$ cat src/rtl/tc_timer_irq_if.sv
// Bus interface of the timer: word-addressed register access from the MEM-stage
// bridge plus the interrupt request line that feeds one CP0 HWInt bit.
interface tc_timer_irq_if;
    logic [1:0]  addr;
    logic        we;
    logic [31:0] wdata;
    logic [31:0] rdata;
    logic        irq;

    // Bridge / CPU side drives the access and observes read data and the interrupt.
    modport master (
        output addr,
        output we,
        output wdata,
        input  rdata,
        input  irq
    );

    // Timer side answers reads and raises the interrupt.
    modport slave (
        input  addr,
        input  we,
        input  wdata,
        output rdata,
        output irq
    );
endinterface

$ cat src/rtl/tc_timer_irq.sv
// Memory-mapped down-counting timer used as a CP0 interrupt source.
// Register map (word addresses): 0 = CTRL {IM, MODE[1:0], EN}, 1 = PRESET,
// 2 = COUNT (read-only), 3 = reserved (reads 0, writes dropped).
// Mode 0 (and 2'b1x) is one-shot: the interrupt flag is held and EN self-clears.
// Mode 1 is auto-reload: the flag pulses for one cycle and counting restarts.
module tc_timer_irq #(
    parameter int CNT_W = 32
) (
    input  logic           clk,
    input  logic           reset,
    tc_timer_irq_if.slave  bus
);

    typedef enum logic [1:0] {
        S_IDLE = 2'd0,
        S_LOAD = 2'd1,
        S_CNT  = 2'd2,
        S_INT  = 2'd3
    } state_t;

    localparam logic [1:0] ADDR_CTRL   = 2'd0;
    localparam logic [1:0] ADDR_PRESET = 2'd1;
    localparam logic [1:0] ADDR_COUNT  = 2'd2;

    localparam logic [CNT_W-1:0] CNT_ONE  = CNT_W'(1);
    localparam logic [CNT_W-1:0] CNT_ZERO = '0;

    state_t             state_q, state_d;
    logic [3:0]         ctrl_q, ctrl_d;
    logic [CNT_W-1:0]   preset_q, preset_d;
    logic [CNT_W-1:0]   count_q, count_d;
    logic               irq_flag_q, irq_flag_d;

    logic               ctrl_en;
    logic               ctrl_im;
    logic               mode_reload;
    logic               ctrl_wr;
    logic               preset_wr;
    logic [CNT_W-1:0]   load_value;

    // CTRL field decode; only MODE == 2'b01 selects auto-reload, everything else is one-shot.
    assign ctrl_en     = ctrl_q[0];
    assign ctrl_im     = ctrl_q[3];
    assign mode_reload = (ctrl_q[2:1] == 2'b01);

    assign ctrl_wr   = bus.we && (bus.addr == ADDR_CTRL);
    assign preset_wr = bus.we && (bus.addr == ADDR_PRESET);

    // A zero PRESET would otherwise never reach the terminal count, so it loads as 1.
    assign load_value = (preset_q == CNT_ZERO) ? CNT_ONE : preset_q;

    // Next-state logic: FSM update first, then software writes override it.
    always_comb begin
        state_d    = state_q;
        ctrl_d     = ctrl_q;
        preset_d   = preset_q;
        count_d    = count_q;
        irq_flag_d = irq_flag_q;

        case (state_q)
            S_IDLE: begin
                if (ctrl_en) begin
                    state_d = S_LOAD;
                end
            end
            S_LOAD: begin
                count_d = load_value;
                state_d = S_CNT;
            end
            S_CNT: begin
                if (!ctrl_en) begin
                    state_d = S_IDLE;
                end else if (count_q > CNT_ONE) begin
                    count_d = count_q - CNT_ONE;
                end else begin
                    count_d    = CNT_ZERO;
                    irq_flag_d = 1'b1;
                    state_d    = S_INT;
                end
            end
            S_INT: begin
                state_d = S_IDLE;
                if (mode_reload) begin
                    irq_flag_d = 1'b0;
                end else begin
                    ctrl_d[0] = 1'b0;
                end
            end
            default: begin
                state_d = S_IDLE;
            end
        endcase

        if (ctrl_wr) begin
            ctrl_d     = bus.wdata[3:0];
            irq_flag_d = 1'b0;
        end

        if (preset_wr) begin
            preset_d = bus.wdata[CNT_W-1:0];
        end
    end

    // State and register flops with synchronous active-high reset.
    always_ff @(posedge clk) begin
        if (reset) begin
            state_q    <= S_IDLE;
            ctrl_q     <= 4'd0;
            preset_q   <= CNT_ZERO;
            count_q    <= CNT_ZERO;
            irq_flag_q <= 1'b0;
        end else begin
            state_q    <= state_d;
            ctrl_q     <= ctrl_d;
            preset_q   <= preset_d;
            count_q    <= count_d;
            irq_flag_q <= irq_flag_d;
        end
    end

    // Combinational read mux; counter registers are zero-extended to the bus width.
    always_comb begin
        bus.rdata = 32'd0;
        case (bus.addr)
            ADDR_CTRL:   bus.rdata = {28'd0, ctrl_q};
            ADDR_PRESET: bus.rdata = 32'(preset_q);
            ADDR_COUNT:  bus.rdata = 32'(count_q);
            default:     bus.rdata = 32'd0;
        endcase
    end

    assign bus.irq = irq_flag_q & ctrl_im;

endmodule

$ cat src/flat_wrapper.sv
// flat-port wrapper written by rule: the top's interface ports become plain ports
module tc_timer_irq_flat 
#(
    parameter int CNT_W = 32
)
  (clk, reset, bus_addr, bus_we, bus_wdata, bus_rdata, bus_irq);
  tc_timer_irq_if bus_i ();
  input  logic clk;
  input  logic reset;
  input wire logic [$bits(bus_i.addr)-1:0] bus_addr;
  input wire logic [$bits(bus_i.we)-1:0] bus_we;
  input wire logic [$bits(bus_i.wdata)-1:0] bus_wdata;
  output wire logic [$bits(bus_i.rdata)-1:0] bus_rdata;
  output wire logic [$bits(bus_i.irq)-1:0] bus_irq;
  assign bus_i.addr = bus_addr;
  assign bus_i.we = bus_we;
  assign bus_i.wdata = bus_wdata;
  assign bus_rdata = bus_i.rdata;
  assign bus_irq = bus_i.irq;
  tc_timer_irq #(.CNT_W(CNT_W)) u_core (.clk(clk), .reset(reset), .bus(bus_i));
endmodule
$ cat config.mk
export PLATFORM = sky130hd
export DESIGN_NAME = tc_timer_irq_flat
export DESIGN_NICKNAME = d
export VERILOG_FILES = /design/src/rtl/tc_timer_irq_if.sv /design/src/rtl/tc_timer_irq.sv /design/src/flat_wrapper.sv
export SDC_FILE = /design/constraint.sdc
export NUM_CORES = 1
export LEC_CHECK = 0
export ABC_AREA = 1
export CAP_MARGIN = 30
export CELL_PAD_IN_SITES_DETAIL_PLACEMENT = 1
export CELL_PAD_IN_SITES_GLOBAL_PLACEMENT = 2
export CORE_ASPECT_RATIO = 1.4
export CORE_MARGIN = 3
export CORE_UTILIZATION = 25
export DETAILED_ROUTE_END_ITERATION = 10
export HOLD_SLACK_MARGIN = 0.05
export PLACE_DENSITY = 0.82
export SYNTH_ARGS = -nofsm -noshare
export SYNTH_HDL_FRONTEND = slang
export SYNTH_SLANG_ARGS = --single-unit
export TNS_END_PERCENT = 50
$ cat constraint.sdc
create_clock -name clk -period 2.3 [get_ports clk]
set_input_delay 0.46 -clock clk [delete_from_list [all_inputs] [get_ports clk]]
set_output_delay 0.46 -clock clk [all_outputs]
set_load 0.03 [all_outputs]
# --- Yosys cells after proc, flatten, opt, wreduce, memory -nomap -nowiden ---
# Cells that the tools add are included.
op_classes:
  add_sub_neg: 1
  multipliers: 0
  n_div: 0
  n_lt_le_gt_ge: 1
  n_eq_ne: 12
  n_shift: 0
  mux: 16
  bitwise_logic: 1
  n_reduce_logical: 13
ops:
  columns: ["op", "count"]
  rows:
  - ["two-way mux 32 bit", 3]
  - ["case mux 32 bit (3 select lines)", 1]
  - ["case mux 32 bit (2 select lines)", 1]
  - ["greater-than comparator 32 x 1 -> 1 bit, second input constant", 1]
  - ["zero test 32 bit", 1]
  - ["subtractor 32 x 1 -> 32 bit, second input constant", 1]
  - ["case mux 2 bit (4 select lines)", 1]
  - ["equality test 2 x 1 -> 1 bit, second input constant", 3]
  - ["equality test 2 bit, second input constant", 3]
  - ["two-way mux 1 bit", 6]
  - ["two-way mux 2 bit", 3]
  - ["!= test 2 x 1 -> 1 bit, second input constant", 3]
  - ["AND reduction 2 bit", 3]
  - ["nonzero test 2 bit", 3]
  - ["zero test 2 bit", 2]
  - ["!= test 2 bit, second input constant", 2]
  - ["AND reduction 4 bit", 1]
  - ["!= test 3 bit, second input constant", 1]
  - ["logical AND 1 bit", 2]
  - ["case mux 1 bit (2 select lines)", 1]
  - ["OR reduction 2 bit", 1]
  - ["AND 1 bit", 1]
word_totals:
  ff_bits: 71
  latchBits: 0
  ram_bits: 0
  mem_bits_ro: 0
  input_bits: 37
  output_inout_bits: 33
  elab_cells: 50
  mem_count: 0

# --- Depth between registers and ports, before layout ---
# Gate-level depths: netlist of the first run.
logic_depth:
  ltp_word: 4
  depth_mapped: 11
  depth_no_buf: 11

# --- Worst setup path after synthesis of the first run ---
# OpenSTA, ideal clock, no wires.
synth_path:
  kind: "input port to output port"
  from: "input bus_addr[0]"
  to: "output bus_rdata[12]"
  arrival_ns: 1.643
  required_ns: 1.840
  path_slack_ns: 0.197
  cell_stages: 5
  n_path_buf: 1
  path_cell_list: "inv_1 > nor2_1 > inv_1 > clkbuf_1 > o21ai_0"
synth_via:
  elab_chain_cells: 2
  elab_cells_between_ends: 4
  cone_classes: "eq/ne: 2; mux: 1; reduce/logical: 1"
synth_lines:
  columns: ["item", "line", "source"]
  rows:
  - ["start, declared", "flat_wrapper.sv:10", "input wire logic [$bits(bus_i.addr)-1:0] bus_addr;"]
  - ["equality test 2 bit, or another cell as far along", "tc_timer_irq.sv:124", "case (bus.addr)"]
  - ["case mux 32 bit (3 select lines) *", "tc_timer_irq.sv:124", null]
  - ["end, declared", "flat_wrapper.sv:13", "output wire logic [$bits(bus_i.rdata)-1:0] bus_rdata;"]
# Every way passes the cells marked *; elsewhere a longest branch is shown, timed or not.

# --- Worst setup path after layout of the first run ---
layout_path:
  from: "input bus_addr[1]"
  to: "output bus_rdata[2]"
# Same word-level chain as after synthesis.

==> results of run 1 <==
sequential cells by signal (all words and copies together), names as in the netlist:
signal,count
u_core.count_q,32
u_core.ctrl_q,4
u_core.irq_flag_q,1
u_core.preset_q,32
u_core.state_q,2
power groups by stage:
stage / clock [mW] / combinational (mW) / sequential, mW
finish: 1.59 / 0.790 / 1.32
global route: 1.68 / 0.885 / 1.33
CTS: 1.63 / 0.791 / 1.32
detailed placement: 0 / 0.770 / 1.35
global placement: 0 / 0.753 / 1.35
floorplan: 0 / 0.480 / 1.33
cell usage after synthesis:
library cell / count / share of area [%]
a21oi_1: 94 / 11
a21oi_2: 1 / 0.21
a21oi_4: 1 / 0.40
buf_2: 7 / 0.85
buf_6: 3 / 0.82
clkbuf_1: 21 / 1.9
dfxtp_1: 71 / 35
ha_1: 2 / 0.61
inv_1: 82 / 7.5
inv_2: 2 / 0.18
nand2_1: 85 / 7.8
nand2_2: 3 / 0.46
nand2_4: 2 / 0.55
nand3_1: 43 / 5.2
nand4_1: 10 / 1.5
nor2_1: 73 / 6.7
nor2_2: 5 / 0.76
nor2_4: 3 / 0.82
nor3_1: 3 / 0.37
nor4_2: 1 / 0.30
o21ai_0: 49 / 6.0
o21ai_1: 29 / 3.5
o221ai_1: 4 / 0.85
o22ai_1: 28 / 4.3
o31ai_1: 1 / 0.18
or2_1: 1 / 0.15
xor2_1: 10 / 2.1
area by class of cell:
type | instances | area, sq um | share of cell area (%)
Inverter | 84 | 315 | 5.62
Clock buffer | 11 | 233 | 4.15
Timing Repair Buffer | 85 | 968 | 17.2
Clock inverter | 4 | 95.1 | 1.69
Sequential cell | 71 | 1420 | 25.3
Multi-Input combinational cell | 449 | 2340 | 41.6
Tap cell | 196 | 245 | 4.37
worst max-delay path by stage:
stage | endpoint | cells after the start
6_report | bus_rdata[2] | 5
5_1_grt | bus_rdata[0] | 5
4_1_cts | bus_rdata[10] | 7
3_5_place_dp | bus_rdata[30] | 7
3_3_place_gp | bus_rdata[5] | 7
2_1_floorplan | bus_rdata[12] | 5
routing by layer:
layer	routed length (um)	track usage, %
met5	0	0
met3	667	3.33
met2	8650	34.1
met1	6240	19.5
met4	339	5.89
cells in the final DEF (no fill, tap or decap), drive strengths merged:
cell	synthesis	layout
a21oi	96	97
buf	10	48
bufinv	0	3
clkbuf	21	11
clkdlybuf4s50	0	37
clkinv	0	1
dfxtp	71	71
ha	2	2
inv	84	84
nand2	90	90
nand3	43	43
nand4	10	10
nor2	81	81
nor3	3	3
nor4	1	1
o21ai	78	78
o221ai	4	4
o22ai	28	28
o31ai	1	1
or2	1	1
xor2	10	10
logic make-up after synthesis:
logic type,after synthesis
flip-flops,71
AND/OR/NAND/NOR,229
adder cells (fa/ha/maj),2
XOR/XNOR,10
buffers and inverters,115
AO/OA/AOI/OAI,207
critical path: stages:
cell,delay (ns)
clkdlybuf4s50_1,0.55
nand2_1,0.12
buf_12,0.20
o221ai_1,0.25
buf_4,0.21
repair_timing:
item / in CTS / in global routing
buffers inserted: 0 / 0
gates resized for setup: 9 / 8
setup endpoints to repair: 17 / 30
gates cloned: 1 / 0
pin swaps: 1 / 0
==> key figures, run 1 <==
Global routing
  – Vias in the first global route: 4863
  – Largest net degree at the start of global routing: 65
  – First-pass GRT wire length: 25.1 mm
  – Grt ovf: 0
  – Initial antenna violation count: 0
  – GRT Util Overall: 17.9%

Timing
  – Clk_skew: 0.00520 ns
  – Period utilization: 98.1%
  – Final setup violation count: 0
  – Min Clock Period, post-route: 2.26 ns
  – Post-route setup slack: 0.0448 ns
  – RSZ-0062 raised after global routing: true
  – Max-slew headroom: 57.9%
  – Hold Fails Final Rpt: 0
  – Slew @ Worst Pin: 0.631 ns
  – Fin Setup TNS: 0 ns
  – Min Hold Slack: 0.467 ns
  – Fmax: 443 MHz
  – Slew Limit Fails: 0

Clock network
  – Worst-Skew Late Latency: 0.34 ns
  – H-tree depth reported by CTS: 3
  – CTS root buf: clkbuf_16
  – Clock sink count: 71
  – CTS tree: done
  – Cts hold-fix bufs: 0
  – Clock Tree Buf Depth: 2
  – Worst-path clk slew: 0.05 ns
  – Total CTS buffers: 9

Die
  – I/O pin total: 70
  – Die Span X: 114 um
  – Die Area: 18000 sq um
  – Core area: 15900 sq um
  – Initial core utilization: 25.9%
  – Row count: 54
  – Height of the die: 158 um

Worst setup path
  – Crit start category: input port
  – Worst r2r dst: u_core.count_q[24]$_SDFFE_PP0P_
  – CP Data Arrival Time: 1.80 ns
  – Element type at the critical path end: primary output
  – R2R depth: 9
  – Crit. Startpoint: bus_addr[1]
  – Maximum fanout along the worst path: 31
  – Critical Path RT: 1.84 ns
  – R2r setup slk: 0.22 ns
  – CP Class: input port to primary output
  – Worst r2r src: u_core.count_q[0]$_SDFFE_PP0P_

Finish
  – Final Cell Area: 5610 sq um
  – Layout cell share with drive strength beyond 1: 13.8%
  – Number of fillers in the final layout: 1972
  – Post-Layout Cell Count: 900
  – Nets: 739
  – Antenna cells: 0
  – Final core occ: 35.4%
  – Area Overhead vs Synth: 36.5%

Detailed routing
  – Routed WL per cell: 17.7 um
  – Mean number of vias per cell: 5.05
  – Vias: 4546
  – Starting DRT DRC Count: 184
  – Residual DRC: 0
  – DRT Pass-1 Iters: 4
  – Final ANT Viol Nets: 0
  – Wirelength, routed: 15.9 mm

Synth
  – Post-Synth Adder-Cell Area: 0.609%
  – #FFs+latches synth: 71
  – Xor and xnor fraction of the mapped netlist area: 2.13%
  – Simple-Gate Fraction of Synth Area: 24.6%
  – Post-synth cell types: 27
  – Sequential area share after synthesis: 34.6%
  – Syn nets: 673
  – Multiplexer share of the synthesized area: 0%
  – Mapped Area: 4110 sq um
  – Main combinational cell family by area after synthesis: compound AO/OA/AOI/OAI gates
  – Yosys warns: 0
  – Avg Inst Size Synth: 6.48 sq um
  – Post-synthesis cell count: 634
  – Synth Area in Compound Gates: 26.8%

Power and ir drop
  – Gate power share: 21.4%
  – Switching share of power: 29.1%
  – Tot Pwr: 3.70 mW
  – PD cells: 659 nW/um^2
  – Net Switching: 1.08 mW
  – Pint: 2.62 mW
  – Share of power burned in registers: 35.7%
  – Worst IR Drop VDD: 0.278 mV
  – Clock power frac: 42.9%
  – LEAKAGE: 2.28 nW

Placed design
  – # port buffers: 69
  – Place WS: -0.0469 ns
  – Dpl hpwl: 11.6 mm
  – Routability Congestion: 0.864
  – Placed cell count: 884
  – Placed cell area: 5180 sq um

Status
  – Outcome: completed

Job
  – MaxCap Viol Count: 0

Worst hold path
  – WHS Path Cells: 2
  – Hold Path End: u_core.irq_flag_q$_SDFFE_PP0P_
  – Min-delay src: u_core.irq_flag_q$_SDFFE_PP0P_
  – Worst Hold Class: register to register
(Power assumes the default switching activity.)
==> run 2: changes to the inputs <==
SLEW_MARGIN = 0   (was default)
==> results of run 2 <==
Same layout as run 1: the final DEF is identical, and so are final timing and power.
==> run 3: changes to the inputs <==
HOLD_SLACK_MARGIN = default   (was 0.05)
SLEW_MARGIN = 20   (was 0)
clock period = 2.4 ns   (was 2.3 ns; I/O delays follow)
==> key figures, run 3 (synthesis results as in run 1) <==
Global routing
  – GRT Util Overall: 17.2% (-0.61 points)
  – Initial antenna violation count: 0 (unchanged)
  – First-pass GRT wire length: 24.3 mm (-3.2%)
  – Largest net degree at the start of global routing: 64 (-1.5%)
  – Vias in the first global route: 4739 (-2.5%)
  – Grt ovf: 0 (unchanged)

Die
  – Core area: 15900 sq um (unchanged)
  – Initial core utilization: 25.9% (unchanged)
  – Row count: 54 (unchanged)
  – I/O pin total: 70 (unchanged)
  – Die Span X: 114 um (unchanged)
  – Die Area: 18000 sq um (unchanged)
  – Height of the die: 158 um (unchanged)

Clock network
  – Worst-path clk slew: 0.06 ns (about the same)
  – CTS tree: done
  – Total CTS buffers: 9 (unchanged)
  – Post-CTS setup repair buffer count: 0 (unchanged)
  – CTS root buf: clkbuf_16
  – Worst-Skew Late Latency: 0.35 ns (about the same)
  – Clock Tree Buf Depth: 2 (unchanged)
  – Clock sink count: 71 (unchanged)
  – H-tree depth reported by CTS: 3 (unchanged)

Finish
  – Nets: 738 (-0.14%)
  – Area Overhead vs Synth: 33.9%
  – Layout cell share with drive strength beyond 1: 12.9% (-0.85 points)
  – Final core occ: 34.7% (-0.69 points)
  – Most used cells in the layout excluding fill and tap cells: a21oi_1 (94), nand2_1 (84), inv_1 (81)
  – Number of fillers in the final layout: 2020 (+2.4%)
  – Top flop regs: u_core.count_q (32), u_core.preset_q (32), u_core.ctrl_q (4)
  – Antenna cells: 0 (unchanged)
  – Most common cell after layout, fill and taps aside: a21oi_1
  – Final Cell Area: 5500 sq um (-2.0%)

Worst setup path
  – R2R depth: 8 (-1)
  – Slowest CP cell: clkdlybuf4s50_1
  – Element type at the critical path end: primary output
  – Worst r2r src: u_core.state_q[0]$_SDFFE_PP0P_
  – CP max stage delay: 0.50 ns (-0.05 ns)
  – R2r setup slk: 0.47 ns (+0.25 ns)
  – Crit start category: input port
  – Critical-path cell list: clkdlybuf4s50_1, inv_1, nor2_2, inv_2, buf_4, o22ai_1, buf_12
  – CP Data Arrival Time: 1.83 ns (+0.03 ns)
  – Critical Path RT: 1.92 ns (+0.08 ns)
  – CP Class: input port to primary output
  – Worst r2r dst: u_core.count_q[25]$_SDFFE_PP0P_
  – Maximum fanout along the worst path: 8 (-74%)

Placed design
  – Placed cell area: 5180 sq um (unchanged)
  – Routability Congestion: 0.852 (-1.4%)
  – Dpl hpwl: 11.7 mm (+1.5%)
  – # port buffers: 69 (unchanged)

Power and ir drop
  – LEAKAGE: 2.26 nW (-1.1%)
  – Worst IR Drop VDD: 0.239 mV (-14%)
  – PD cells: 600 nW/um^2 (-8.9%)

Timing
  – Min Clock Period, post-route: 2.31 ns
  – Slew Limit Fails: 0 (unchanged)
  – Min Hold Slack: 0.481 ns (+0.0139 ns)
  – Max-slew headroom: 64.5% (+6.6 points)
  – Period utilization: 96.4%
  – Slew @ Worst Pin: 0.528 ns (-0.102 ns)
  – Clk_skew: 0.00576 ns (+0.000565 ns)
  – Fmax: 432 MHz
  – Hold Fails Final Rpt: 0 (unchanged)
  – Final setup violation count: 0 (unchanged)
  – RSZ-0062 raised after global routing: false

Detailed routing
  – Residual DRC: 0 (unchanged)
  – Mean number of vias per cell: 5.03 (-0.33%)
  – Wirelength, routed: 15.5 mm (-2.5%)
  – Starting DRT DRC Count: 175 (-4.9%)
  – Vias: 4531 (-0.33%)
  – Final ANT Viol Nets: 0 (unchanged)
  – Routed WL per cell: 17.2 um (-2.5%)
  – DRT Pass-1 Iters: 4 (unchanged)

Worst hold path
  – Min-delay src: u_core.irq_flag_q$_SDFFE_PP0P_
  – WHS Path Cells: 2 (unchanged)
  – Worst Hold Class: register to register
  – Hold Path End: u_core.irq_flag_q$_SDFFE_PP0P_

Job
  – MaxCap Viol Count: 0 (unchanged)

Status
  – Outcome: completed
[run 3: cell types whose count changed in the layout (fill, tap and decap cells not counted), sizes merged]
cell,change
a21oi,-1
inv,+1
clkinvlp,+1
clkinv,+2
bufinv,-3
[run 3: through the flow]
step                      worst slack [ns]  std cells  power (mW)  TNS (ns)
after floorplan                      0.257        634        1.74         0
after global placement              0.0600        884        2.01         0
after detailed placement           -0.0191        884        2.03   -0.0191
after CTS                          0.00196        900        3.35         0
after global routing                0.0165        900        3.48         0
final                               0.0854        900        3.30         0
[run 3: worst max path at each step]
stage	slack, ns	start	cells past startpoint	to
2_1_floorplan	0.26	bus_addr[0]	5	bus_rdata[12]
3_3_place_gp	0.06	bus_addr[0]	7	bus_rdata[5]
3_5_place_dp	-0.02	bus_addr[0]	7	bus_rdata[6]
4_1_cts	0.002	bus_addr[0]	7	bus_rdata[7]
5_1_grt	0.02	bus_addr[0]	7	bus_rdata[10]
6_report	0.09	bus_addr[0]	7	bus_rdata[10]
[run 3: cell type report]
class	instances	area (sq um)	share of cell area [%]
Multi-Input combinational cell	448	2270	41.2
Clock inverter	5	31.3	0.568
Sequential cell	71	1420	25.8
Inverter	84	315	5.73
Tap cell	196	245	4.46
Clock buffer	11	253	4.59
Timing Repair Buffer	85	968	17.6
[run 3: layer usage]
| layer | vias up | global-route usage, % | part of all wire, % |
|---|---|---|---|
| li1 | 2257 | - | - |
| met1 | 2159 | 18.6 | 40 |
| met2 | 84 | 32.3 | 54 |
| met3 | 31 | 2.41 | 2.8 |
| met4 | 0 | 8.60 | 3.4 |
| met5 | - | 0 | 0 |
[run 3: what timing repair did]
item                       in CTS  in global routing
resized for setup               2                  6
pin swaps                       0                  0
setup endpoints to repair       2                 23
hold buffers                    0                  0
[run 3: critical path: cells and delay by family]
family          cells  cell delay [ns]
simple gates        1             0.12
buf+inv             5             1.01
compound gates      1             0.22
[run 3: power by group]
group,switching (mW),internal (mW),leakage [nW]
Clock,0.541,0.754,0.142
Combinational,0.467,0.276,1.54
Sequential,0.0407,1.23,0.578
